--- src/rtl/uart_rx_ovs_pkg.sv ---
// Shared definitions for the oversampling UART receiver: FSM state encoding,
// parity mode codes, vote sample offsets and the majority helper.
package uart_rx_ovs_pkg;

    typedef enum logic [2:0] {
        ST_IDLE   = 3'd0,
        ST_START  = 3'd1,
        ST_DATA   = 3'd2,
        ST_PARITY = 3'd3,
        ST_STOP   = 3'd4
    } rx_state_e;

    // Codes 00 and 11 both mean "no parity bit on the line".
    localparam logic [1:0] PAR_EVEN = 2'b01;
    localparam logic [1:0] PAR_ODD  = 2'b10;

    // Samples are taken this many ticks before and after the mid-bit phase.
    localparam int VOTE_PRE  = 1;
    localparam int VOTE_POST = 1;

    function automatic logic maj3(input logic a, input logic b, input logic c);
        return (a & b) | (a & c) | (b & c);
    endfunction

endpackage

--- src/rtl/uart_baud_tick.sv ---
// Baud divider plus oversample phase counter. restart_i holds both counters
// at their start values so the first tick lands div_i clocks after release.
module uart_baud_tick #(
    parameter int DIV_W      = 16,
    parameter int OVERSAMPLE = 16,
    parameter int PH_W       = $clog2(OVERSAMPLE)
) (
    input  logic             clk_i,
    input  logic             rst_i,
    input  logic             restart_i,
    input  logic [DIV_W-1:0] div_i,
    output logic             tick_o,
    output logic [PH_W-1:0]  phase_o
);

    logic [DIV_W-1:0] cnt_q, cnt_d;
    logic [PH_W-1:0]  phase_q, phase_d;

    assign tick_o  = !restart_i && (cnt_q == '0);
    assign phase_o = phase_q;

    always_comb begin
        cnt_d   = cnt_q;
        phase_d = phase_q;
        if (restart_i) begin
            cnt_d   = div_i - DIV_W'(1);
            phase_d = '0;
        end else if (tick_o) begin
            cnt_d   = div_i - DIV_W'(1);
            phase_d = (phase_q == PH_W'(OVERSAMPLE - 1)) ? '0 : phase_q + PH_W'(1);
        end else begin
            cnt_d = cnt_q - DIV_W'(1);
        end
    end

    always_ff @(posedge clk_i or posedge rst_i) begin
        if (rst_i) begin
            cnt_q   <= '0;
            phase_q <= '0;
        end else begin
            cnt_q   <= cnt_d;
            phase_q <= phase_d;
        end
    end

endmodule

--- src/rtl/uart_rx_ovs.sv ---
// Oversampling UART receiver: 3-sample majority vote per bit, runtime baud and
// parity, false-start rejection, error flags and a 1-deep valid/ready buffer.
module uart_rx_ovs
    import uart_rx_ovs_pkg::*;
#(
    parameter int DATA_W      = 8,
    parameter int STOP_BITS   = 1,
    parameter int OVERSAMPLE  = 16,
    parameter int DIV_W       = 16,
    parameter int SYNC_STAGES = 2
) (
    input  logic              clk,
    input  logic              reset,
    input  logic [DIV_W-1:0]  baud_div,
    input  logic [1:0]        parity_mode,
    input  logic              rx,
    output logic [DATA_W-1:0] rx_data,
    output logic              rx_valid,
    input  logic              rx_ready,
    output logic              parity_err,
    output logic              frame_err,
    output logic              break_det,
    output logic              overrun,
    output logic              rx_busy
);

    localparam int PH_W  = $clog2(OVERSAMPLE);
    localparam int BIT_W = $clog2(DATA_W);
    localparam logic [PH_W-1:0] PH_S0   = PH_W'(OVERSAMPLE / 2 - VOTE_PRE);
    localparam logic [PH_W-1:0] PH_S1   = PH_W'(OVERSAMPLE / 2);
    localparam logic [PH_W-1:0] PH_S2   = PH_W'(OVERSAMPLE / 2 + VOTE_POST);
    localparam logic [PH_W-1:0] PH_LAST = PH_W'(OVERSAMPLE - 1);

    rx_state_e         state_q, state_d;
    logic [SYNC_STAGES-1:0] sync_q;
    logic [DIV_W-1:0]  div_q, div_d;
    logic [1:0]        mode_q, mode_d;
    logic [1:0]        samp_q, samp_d;
    logic [DATA_W-1:0] shift_q, shift_d, data_q, data_d;
    logic [BIT_W-1:0]  bit_q, bit_d;
    logic              stop_q, stop_d;
    logic              perr_w_q, perr_w_d, ferr_w_q, ferr_w_d;
    logic              need_high_q, need_high_d;
    logic              valid_q, valid_d, perr_q, perr_d, ferr_q, ferr_d;
    logic              brk_q, brk_d, ovr_q, ovr_d;

    logic              rxs, idle, tick, vote, vote_en, bit_end, done, ferr_fin;
    logic [DIV_W-1:0]  baud_eff, tick_div;
    logic [PH_W-1:0]   phase;

    assign rxs      = sync_q[SYNC_STAGES-1];
    assign idle     = (state_q == ST_IDLE);
    assign baud_eff = (baud_div == '0) ? DIV_W'(1) : baud_div;
    // The divider reloads from the live setting while idle so the first tick
    // of a frame already uses the value being latched.
    assign tick_div = idle ? baud_eff : div_q;
    assign vote     = maj3(samp_q[0], samp_q[1], rxs);
    assign vote_en  = tick && (phase == PH_S2);
    assign bit_end  = tick && (phase == PH_LAST);

    uart_baud_tick #(
        .DIV_W      (DIV_W),
        .OVERSAMPLE (OVERSAMPLE),
        .PH_W       (PH_W)
    ) u_tick (
        .clk_i     (clk),
        .rst_i     (reset),
        .restart_i (idle),
        .div_i     (tick_div),
        .tick_o    (tick),
        .phase_o   (phase)
    );

    always_comb begin
        state_d     = state_q;
        div_d       = div_q;
        mode_d      = mode_q;
        samp_d      = samp_q;
        shift_d     = shift_q;
        bit_d       = bit_q;
        stop_d      = stop_q;
        perr_w_d    = perr_w_q;
        ferr_w_d    = ferr_w_q;
        need_high_d = need_high_q && !rxs;
        data_d      = data_q;
        valid_d     = valid_q;
        perr_d      = perr_q;
        ferr_d      = ferr_q;
        brk_d       = brk_q;
        ovr_d       = 1'b0;
        done        = 1'b0;
        ferr_fin    = ferr_w_q;

        if (tick && (phase == PH_S0)) samp_d[0] = rxs;
        if (tick && (phase == PH_S1)) samp_d[1] = rxs;

        unique case (state_q)
            ST_IDLE: begin
                div_d    = baud_eff;
                mode_d   = parity_mode;
                bit_d    = '0;
                stop_d   = 1'b0;
                perr_w_d = 1'b0;
                ferr_w_d = 1'b0;
                if (!rxs && !need_high_q) state_d = ST_START;
            end
            ST_START: begin
                if (vote_en && vote)  state_d = ST_IDLE;
                else if (bit_end)     state_d = ST_DATA;
            end
            ST_DATA: begin
                if (vote_en) shift_d = {vote, shift_q[DATA_W-1:1]};
                if (bit_end) begin
                    if (bit_q == BIT_W'(DATA_W - 1)) begin
                        state_d = (mode_q == PAR_EVEN || mode_q == PAR_ODD) ? ST_PARITY : ST_STOP;
                    end else begin
                        bit_d = bit_q + BIT_W'(1);
                    end
                end
            end
            ST_PARITY: begin
                if (vote_en) perr_w_d = ((^shift_q) ^ vote) != (mode_q == PAR_ODD);
                if (bit_end) state_d = ST_STOP;
            end
            ST_STOP: begin
                if (vote_en) begin
                    ferr_fin = ferr_w_q | ~vote;
                    ferr_w_d = ferr_fin;
                    // Leave at the last stop vote: half a bit of margin to resync.
                    if (stop_q == 1'(STOP_BITS - 1)) begin
                        done        = 1'b1;
                        state_d     = ST_IDLE;
                        need_high_d = !rxs;
                    end
                end else if (bit_end) begin
                    stop_d = 1'b1;
                end
            end
            default: state_d = ST_IDLE;
        endcase

        if (valid_q && rx_ready) valid_d = 1'b0;
        if (done) begin
            if (!valid_q || rx_ready) begin
                data_d  = shift_q;
                perr_d  = perr_w_q;
                ferr_d  = ferr_fin;
                brk_d   = (shift_q == '0) && ferr_fin;
                valid_d = 1'b1;
            end else begin
                ovr_d = 1'b1;
            end
        end
    end

    always_ff @(posedge clk or posedge reset) begin
        if (reset) begin
            state_q     <= ST_IDLE;
            sync_q      <= '1;
            div_q       <= '0;
            mode_q      <= '0;
            samp_q      <= '0;
            shift_q     <= '0;
            bit_q       <= '0;
            stop_q      <= 1'b0;
            perr_w_q    <= 1'b0;
            ferr_w_q    <= 1'b0;
            need_high_q <= 1'b0;
            data_q      <= '0;
            valid_q     <= 1'b0;
            perr_q      <= 1'b0;
            ferr_q      <= 1'b0;
            brk_q       <= 1'b0;
            ovr_q       <= 1'b0;
        end else begin
            state_q     <= state_d;
            sync_q      <= {sync_q[SYNC_STAGES-2:0], rx};
            div_q       <= div_d;
            mode_q      <= mode_d;
            samp_q      <= samp_d;
            shift_q     <= shift_d;
            bit_q       <= bit_d;
            stop_q      <= stop_d;
            perr_w_q    <= perr_w_d;
            ferr_w_q    <= ferr_w_d;
            need_high_q <= need_high_d;
            data_q      <= data_d;
            valid_q     <= valid_d;
            perr_q      <= perr_d;
            ferr_q      <= ferr_d;
            brk_q       <= brk_d;
            ovr_q       <= ovr_d;
        end
    end

    assign rx_data    = data_q;
    assign rx_valid   = valid_q;
    assign parity_err = perr_q;
    assign frame_err  = ferr_q;
    assign break_det  = brk_q;
    assign overrun    = ovr_q;
    assign rx_busy    = !idle;

endmodule

--- config.mk ---
export PLATFORM = sky130hd
export DESIGN_NAME = uart_rx_ovs
export DESIGN_NICKNAME = d
export VERILOG_FILES = /design/src/rtl/uart_rx_ovs_pkg.sv /design/src/rtl/uart_baud_tick.sv /design/src/rtl/uart_rx_ovs.sv
export SDC_FILE = /design/constraint.sdc
export NUM_CORES = 1
export LEC_CHECK = 0
export ABC_CLOCK_PERIOD_IN_PS = 4000
export CORE_MARGIN = 1
export CORE_UTILIZATION = 28
export DETAILED_ROUTE_END_ITERATION = 6
export PLACE_DENSITY = 0.5
export SYNTH_ARGS = -nofsm -noshare
export SYNTH_HDL_FRONTEND = slang
export SYNTH_HIERARCHICAL = 1
export SYNTH_SLANG_ARGS = --single-unit
--- constraint.sdc ---
create_clock -name clk -period 4 [get_ports clk]
set_input_delay 1.2 -clock clk [delete_from_list [all_inputs] [get_ports clk]]
set_output_delay 1.2 -clock clk [all_outputs]
set_load 0.05 [all_outputs]
### After elaboration in Yosys (flattened, before gate mapping)

Cells that the tools add are included.
Widths: inputs -> output; s select.

* latch bits: 0
* memory bits (read-only): 0
* flip-flop bits (word level): 73
* memories kept: 0
* logic and storage cells: 125
* RAM bits: 0
* bits of input ports: 22
* output and inout port bits: 14

* div/mod/pow operators: 0
* add/subtract/negate cells: 4
* multiplexer cells: 39
* reductions and logical operators: 31
* $lt $le $gt $ge: 0
* multiply operators: 0
* bitwise gates (word level): 8
* shifts and indexed selects: 0
* equal/unequal tests: 23

Operator list (count)
* $mux 16: 4
* $mux 3: 11
* $logic_not 16->1: 2
* $sub 16x1->16 const B: 2
* $ne 2x2->1 const B: 9
* $mux 1: 16
* $pmux 3 s5: 1
* $eq 4x4->1 const B: 3
* $mux 4: 3
* $logic_and 1x1->1: 10
* $logic_not 8->1: 1
* $reduce_bool 2->1: 4
* $reduce_xor 8->1: 1
* $reduce_and 7->1: 1
* $eq 3x2->1 const B: 2
* $eq 3x3->1 const B: 2
* $pmux 1 s2: 3
* $pmux 3 s2: 1
* $reduce_and 2->1: 3
* $reduce_and 3->1: 2
* $add 4x1->4 const B: 1
* $eq 4x3->1 const B: 1
* $logic_not 1->1: 4
* $add 3x1->3 const B: 1
* other kinds (12): 17

### Longest topological paths before layout

Gate-level depths: netlist of the first run.

* word-level depth: 8
* depth in mapped cells: 13
* depth with buffers taken out: 11

### By module

Netlist of the first run, hierarchy kept.

Modules (own cells, without submodules)
* uart_rx_ovs: times used 1, cells each 201, seq. area each 1328.8 µm², area each 2471.1 µm²
* uart_baud_tick: times used 1, cells each 144, seq. area each 500.5 µm², area each 1346.3 µm²

### Worst setup path after synthesis of the first run

Ideal clock, no wire load.

* path kind: input-to-reg
* start: input port baud_div[12]
* end: register u_tick.cnt_q[15]
* cell stages on the path: 8
* slack: 1.110 ns
* library setup time: 0.134 ns
* arrival: 2.756 ns
* required time: 3.866 ns
* path buffers: 0
* cells stage by stage: nor3_1 > a41oi_1 > a21oi_1 > or3_1 > or3_1 > nor4_1 > xnor2_1 > mux2i_1

* longest elaborated chain between the ends: 6

Ends and longest elaborated chain
* start, declared: line uart_rx_ovs.sv:14 `input logic [DIV_W-1:0] baud_div,`
* $logic_not 16->1: line uart_rx_ovs.sv:53 `assign baud_eff = (baud_div == '0) ? DIV_W'(1) : baud_div;`
* $mux 16 *: line uart_rx_ovs.sv:53
* $mux 16 *
* $sub 16x1->16 *: line uart_baud_tick.sv:26, uart_baud_tick.sv:29
* $mux 16: line uart_baud_tick.sv:28 `end else if (tick_o) begin`
* $mux 16 *: line uart_baud_tick.sv:25 `if (restart_i) begin`
* net u_tick.cnt_d[15]: line uart_baud_tick.sv:16 `logic [DIV_W-1:0] cnt_q, cnt_d;`
* end signal, assigned: line uart_baud_tick.sv:41 `cnt_q <= cnt_d;`
* end, declared: line uart_baud_tick.sv:16

Mark *: on every way through the listed nets, which the timed path passes. The rest lies on a longest branch.
A chain may end at the register's enable or synchronous reset.

### Worst setup path in the final report of the first run

* start: register state_q[2]
* end: output port rx_busy

* longest elaborated chain between the ends: 2

Ends and longest elaborated chain
* start, declared: line uart_rx_ovs.sv:34 `rx_state_e state_q, state_d;`
* start signal, assigned: line uart_rx_ovs.sv:176 `state_q <= state_d;`
* $logic_not 3->1: line uart_rx_ovs.sv:52 `assign idle = (state_q == ST_IDLE);`
* $logic_not 1->1: line uart_rx_ovs.sv:202 `assign rx_busy = !idle;`
* end, declared: line uart_rx_ovs.sv:24 `output logic rx_busy`

No other way between the ends.

==> results of run 1 <==
## layer usage
metal,wire length (µm),vias to the layer above
li1,-,1303
met1,3814,1222
met2,3353,47
met3,263,9
met4,116,0
met5,0,-
## cell type report
type / instances / area (µm²)
fill: 1314 / 8608
clock buffer: 10 / 239.0
tap: 176 / 220.2
inverter: 21 / 78.83
clock inverter: 6 / 105.1
timing repair buffer: 40 / 387.9
multi-input combinational: 240 / 1827
sequential: 73 / 1829
## sequential cells by signal (all words and copies together) (netlist names), 2 cells and up
| register | count |
|---|---|
| u_tick/cnt_q | 16 |
| rx_data | 8 |
| state_q | 3 |
| shift_q | 8 |
| u_tick/phase_o | 4 |
| samp_q | 2 |
| sync_q | 2 |
| div_q | 16 |
| mode_q | 2 |
| bit_q | 3 |
## worst register-to-register path: cells and delay by family, from the launching register on
family | cells | cell delay (ns)
flip-flops | 1 | 0.46
buffers and inverters | 1 | 0.33
AND/OR/NAND/NOR | 5 | 1.71
XOR/XNOR | 1 | 0.19
multiplexers | 2 | 0.52
## cells in the final DEF (no fill, tap or decap), types with 8 or more instances in the layout
master           instances
nand2_1                 25
xor2_1                   9
clkdlybuf4s50_1         35
nor3_1                  11
mux2_2                  20
nor2_1                  24
xnor2_1                 18
ha_1                    11
clkbuf_16                9
mux2_4                   9
mux2i_1                 11
o21ai_0                 20
dfrtp_1                 71
inv_1                   20
nor4_1                   8
## power breakdown
group	internal [mW]	total (mW)	switching (mW)
combinational	0.108	0.220	0.113
clock	0.623	0.930	0.307
sequential	0.808	0.867	0.0591
## worst max path at each step
stage	startpoint	end	slack (ns)
floorplan	baud_div[12]	u_tick/cnt_q[15]	1.11
global placement	baud_div[11]	u_tick/cnt_q[15]	0.33
detailed placement	baud_div[10]	u_tick/cnt_q[15]	0.29
CTS	state_q[0]	rx_busy	0.53
global route	state_q[0]	u_tick/cnt_q[10]	0.41
finish	state_q[2]	rx_busy	0.55
## cell families after synthesis
group	count (synthesis)	share of synthesized area, %
multiplexers	40	12.32
flip-flops	73	47.92
XOR/XNOR	29	7.375
buffers and inverters	32	4.228
adder cells (fa/ha/maj)	12	3.900
AO/OA/AOI/OAI	47	7.932
AND/OR/NAND/NOR	112	16.32
==> metrics.yaml, run 1 <==
cts_tree: "built"
syn_inst: 345
synth-seq-cells: 73
grt_use_met3_pct: 3.330
syn2layout_area_growth_pct: 22.78
final_nets: 418
drt_iter0_markers: 113
timing.fmax_mhz: 289.6
clk-insertion-delay-late_ns: 0.33
setup-tns-final_ns: 0
critPathTopFamily: "buffers and inverters"
met2_usage_pct: 18.71
finalHoldViolations: 0
leakagePower_nw: 2.017
viasPerCell: 4.560
cts-root-buf: "clkbuf_16"
wl_per_cell_um: 13.34
synth-main-ff-cell: "dfrtp_1"
htree_levels: 3
layout-drive-gt1-share_pct: 17.18
grt.total_usage_pct: 12.24
placed_cells: 550
p_per_area_nw_per_um2: 430.4
finalSetupViolCount: 0
cts-resized-gates: 0
worst_slew_pin_slew_ns: 1.065
gp_congestion: 0.7715
whs_path_depth: 0
fin_ws_ns: 0.5465
fin_util_pct: 35.25
clk_pin_slew_worst_paths_ns: 0.06
dieArea_um2: 14110
cp.arrival_ns: 2.25
synth-edff-count: 0
outcome: "completed"
async_flop_share_pct: 100.0
ys_warn_count: 6
min_period_ns: 3.454
grt_pass1_wl_um: 13370
portBuffers: 35
avgSynthCellArea_um2: 11.06
critPathMaxStageDelay_ns: 0.72
die_w_um: 118.8
ys_types: 53
cp_slowest_cell: "clkdlybuf4s50_1"
rows: 42
cts_buffers: 9
n_antenna_cell: 0
rsz0062_at_grt: "false"
r2r_end: "u_tick/cnt_q[10]"
postCtsHoldBufs: 0
finalPower_mw: 2.017
end_kind: "output port"
vias: 2581
start_kind: "flop"
reg2reg_slack_ns: 0.63
fin_crit_sh_pct: 86.34
syn_nets: 378
cts_setup_buffers: 0
ant_nets: 0
crit_fanout: 8
ff2ff_path_depth: 9
drv_slew: 0
synth.most_common_cell: "dfrtp_1"
required_ns: 2.80
overflow: 0
antenna_found_initial: 0
clock_skew_ns: 0.004839
drt_pass1_iterations: 4
synth_area_leader_cell: "dfrtp_1"
die-height_um: 118.8
synth_area_leaders: "dfrtp_1 47%, mux2_2 5.9%, xnor2_1 4.1%, ha_1 3.6%, mux2_4 3.5%"
placed_area_um2: 4343
routed_wl_um: 7548
initial_utilization_pct: 28.71
vdd_ir_drop_max_mv: 0.2152
whs_ns: 0.3549
grt_max_degree: 29
met1_usage_pct: 16.55
reg2reg_from: "state_q[2]"
cts.sinks: 73
busiest_layer: "met2"
first_global_vias: 2635
path_class: "flop to output port"
hp-start: "sync_q[0]"
fin_cells: 566
core_um2: 13300
worstHoldPathType: "flop to flop"
clock_path_buffers: 2
ys_seq_area_share_pct: 47.92
dpl.hpwl_um: 5623
finalInstanceArea_um2: 4687
worst-path-buf-inv: 2
io_pins: 36
cap_violations: 0
place_ws_ns: 0.2893
path_cells: "or2_4 -> nor2_2 -> inv_1 -> clkdlybuf4s50_1"
slew_headroom_pct: 28.91
drc_errors: 0
yosys-top-cells-count: "71 x dfrtp_1, 25 x nand2_1, 24 x nor2_1"
cp_num_cells: 4
min_to: "sync_q[1]"
netlist_area_um2: 3817
yosys.area.top_type_share_pct: 46.54
No activity file was read; power rests on OpenSTA's default activity.
==> run 2, diff against run 1 <==
Settings changed: CELL_PAD_IN_SITES_DETAIL_PLACEMENT set to 1, CELL_PAD_IN_SITES_GLOBAL_PLACEMENT set to 2, PLACE_DENSITY 0.5 to 0.57.
==> metrics.yaml, run 2 (synthesized netlist as in run 1, its figures left out) <==
outcome: "completed"
finalInstanceArea_um2: 4723  # +0.77%
place_ws_ns: 0.1078  # -0.1815 ns
grt_max_degree: 31  # +6.9%
reg2reg_slack_ns: 0.70  # +0.07 ns
fill_cells: 1511  # +15%
layout-drive-gt1-share_pct: 18.27  # +1.1 points
clk_pin_slew_worst_paths_ns: 0.06  # about the same
power_frac_clock_pct: 45.4  # -0.7 points
clock_skew_ns: 0.008189  # +0.003350 ns
reg_top3: "div_q: 16 flops, u_tick/cnt_q: 16 flops"
whs_path_depth: 0  # unchanged
grt.total_usage_pct: 14.99  # +2.7 points
p_comb_share_pct: 11.6  # +0.7 points
antenna_found_initial: 0  # unchanged
wl_per_cell_um: 16.51  # +24%
finalHoldViolations: 0  # unchanged
cap_violations: 0  # unchanged
min_to: "sync_q[1]"
layout_common_cells: "71 x dfrtp_1, 34 x clkdlybuf4s50_1, 25 x nand2_1"
hp-start: "sync_q[0]"
cp.arrival_ns: 3.69  # +1.44 ns
die_w_um: 118.8  # unchanged
grt_pass1_wl_um: 15950  # +19%
die-height_um: 118.8  # unchanged
postCtsHoldBufs: 0  # unchanged
start_kind: "input port"
final_nets: 423  # +1.2%
intPower_mw: 1.523  # -1.0%
p_seq_share_pct: 43.0  # about the same
viasPerCell: 4.756  # +4.3%
cts_setup_buffers: 0  # unchanged
gp_congestion: 0.7164  # -7.1%
clk-insertion-delay-late_ns: 0.34  # about the same
reg2reg_from: "state_q[0]"
required_ns: 4.16  # +1.36 ns
p_switching_mw: 0.5045  # +5.4%
path_class: "input port to flop"
htree_levels: 3  # unchanged
vdd_ir_drop_max_mv: 0.1935  # -10%
rsz0062_at_grt: "false"
overflow: 0  # unchanged
ant_nets: 0  # unchanged
worst_slew_pin_slew_ns: 1.195  # +0.1298 ns
initial_utilization_pct: 28.71  # unchanged
first_global_vias: 2942  # +12%
r2r_end: "u_tick/cnt_q[15]"
drc_errors: 0  # unchanged
min_period_ns: 3.531  # +0.07736 ns
drv_slew: 0  # unchanged
cts-resized-gates: 0  # unchanged
placed_area_um2: 4390  # +1.1%
crit_fanout: 4  # -4
finalSetupViolCount: 0  # unchanged
rows: 42  # unchanged
worstHoldPathType: "flop to flop"
clock_path_buffers: 2  # unchanged
dpl.hpwl_um: 7019  # +25%
cts.sinks: 73  # unchanged
n_antenna_cell: 0  # unchanged
cts-root-buf: "clkbuf_16"
switching_share_pct: 24.89  # +1.2 points
dieArea_um2: 14110  # unchanged
p_per_area_nw_per_um2: 429.2  # -0.29%
slew_headroom_pct: 20.25  # -8.7 points
fin_util_pct: 35.53  # +0.27 points
vias: 2711  # +5.0%
timing.fmax_mhz: 283.2  # -2.2%
cts_tree: "built"
io_pins: 36  # unchanged
syn2layout_area_growth_pct: 23.73
cts_buffers: 9  # unchanged
drt_pass1_iterations: 4  # unchanged
final_common_cell: "dfrtp_1"
fin_crit_sh_pct: 88.27  # +1.9 points
drt_iter0_markers: 111  # -1.8%
portBuffers: 35  # unchanged
leakagePower_nw: 2.036  # +0.94%
fin_ws_ns: 0.4691  # -0.07737 ns
routed_wl_um: 9409  # +25%
ff2ff_path_depth: 9  # unchanged
setup-tns-final_ns: 0  # unchanged
core_um2: 13300  # unchanged
end_kind: "flop"
run 2: cell types whose count changed in the layout (fill, tap and decap cells not counted):
cell	change
buf_4	+5
buf_12	+1
clkbuf_8	-1
clkdlybuf4s50_1	-1
clkinv_2	-1
clkinvlp_4	+1
run 2: power by group through the flow:
stage          clock (mW)  combinational [mW]  sequential, mW
6_report            0.921               0.235           0.872
3_5_place_dp            0               0.239           0.886
5_1_grt             0.983               0.272           0.886
4_1_cts             0.953               0.241           0.873
2_1_floorplan           0               0.165           0.866
3_3_place_gp            0               0.235           0.881
run 2: stage by stage:
stage                     total power, mW  std cells  hold WS, ns
after floorplan                     1.031        345       0.3452
after global placement              1.116        555       0.3476
after detailed placement            1.125        555       0.3506
after CTS                           2.067        570       0.3598
after global routing                2.142        570       0.3667
final                               2.027        570       0.3588
run 2: worst max-delay path: stages:
cell and delay (ns):
clkdlybuf4s50_1 0.54, nor4_1 0.08, buf_4 0.13, a41oi_1 0.16, a21oi_1 0.09, buf_4 0.16
or3_1 0.45, or3_1 0.39, nor3_1 0.22, xnor2_1 0.16, o21ai_0 0.10
run 2: cell type report:
class / instances / area, µm² / area share, %
Inverter: 21 / 78.83 / 1.669
Clock inverter: 6 / 107.6 / 2.278
Sequential cell: 73 / 1829 / 38.73
Multi-Input combinational cell: 240 / 1827 / 38.68
Clock buffer: 9 / 225.2 / 4.768
Timing Repair Buffer: 45 / 435.4 / 9.219
Tap cell: 176 / 220.2 / 4.662
run 2: worst max-delay path by stage:
stage,startpoint,to,slack (ns)
after floorplan,baud_div[12],u_tick/cnt_q[15],1.11
after global placement,baud_div[8],u_tick/cnt_q[8],0.08
after detailed placement,baud_div[2],u_tick/cnt_q[15],0.11
after CTS,baud_div[2],u_tick/cnt_q[15],0.45
after global routing,baud_div[2],u_tick/cnt_q[9],0.31
final,baud_div[2],u_tick/cnt_q[9],0.47
run 2: routing by layer:
layer,up-vias,wire length (µm),GRT usage (%)
met5,-,0,0
met3,14,265,3.185
met1,1347,4753,20.62
li1,1309,-,-
met2,41,4213,22.51
met4,0,176,6.646
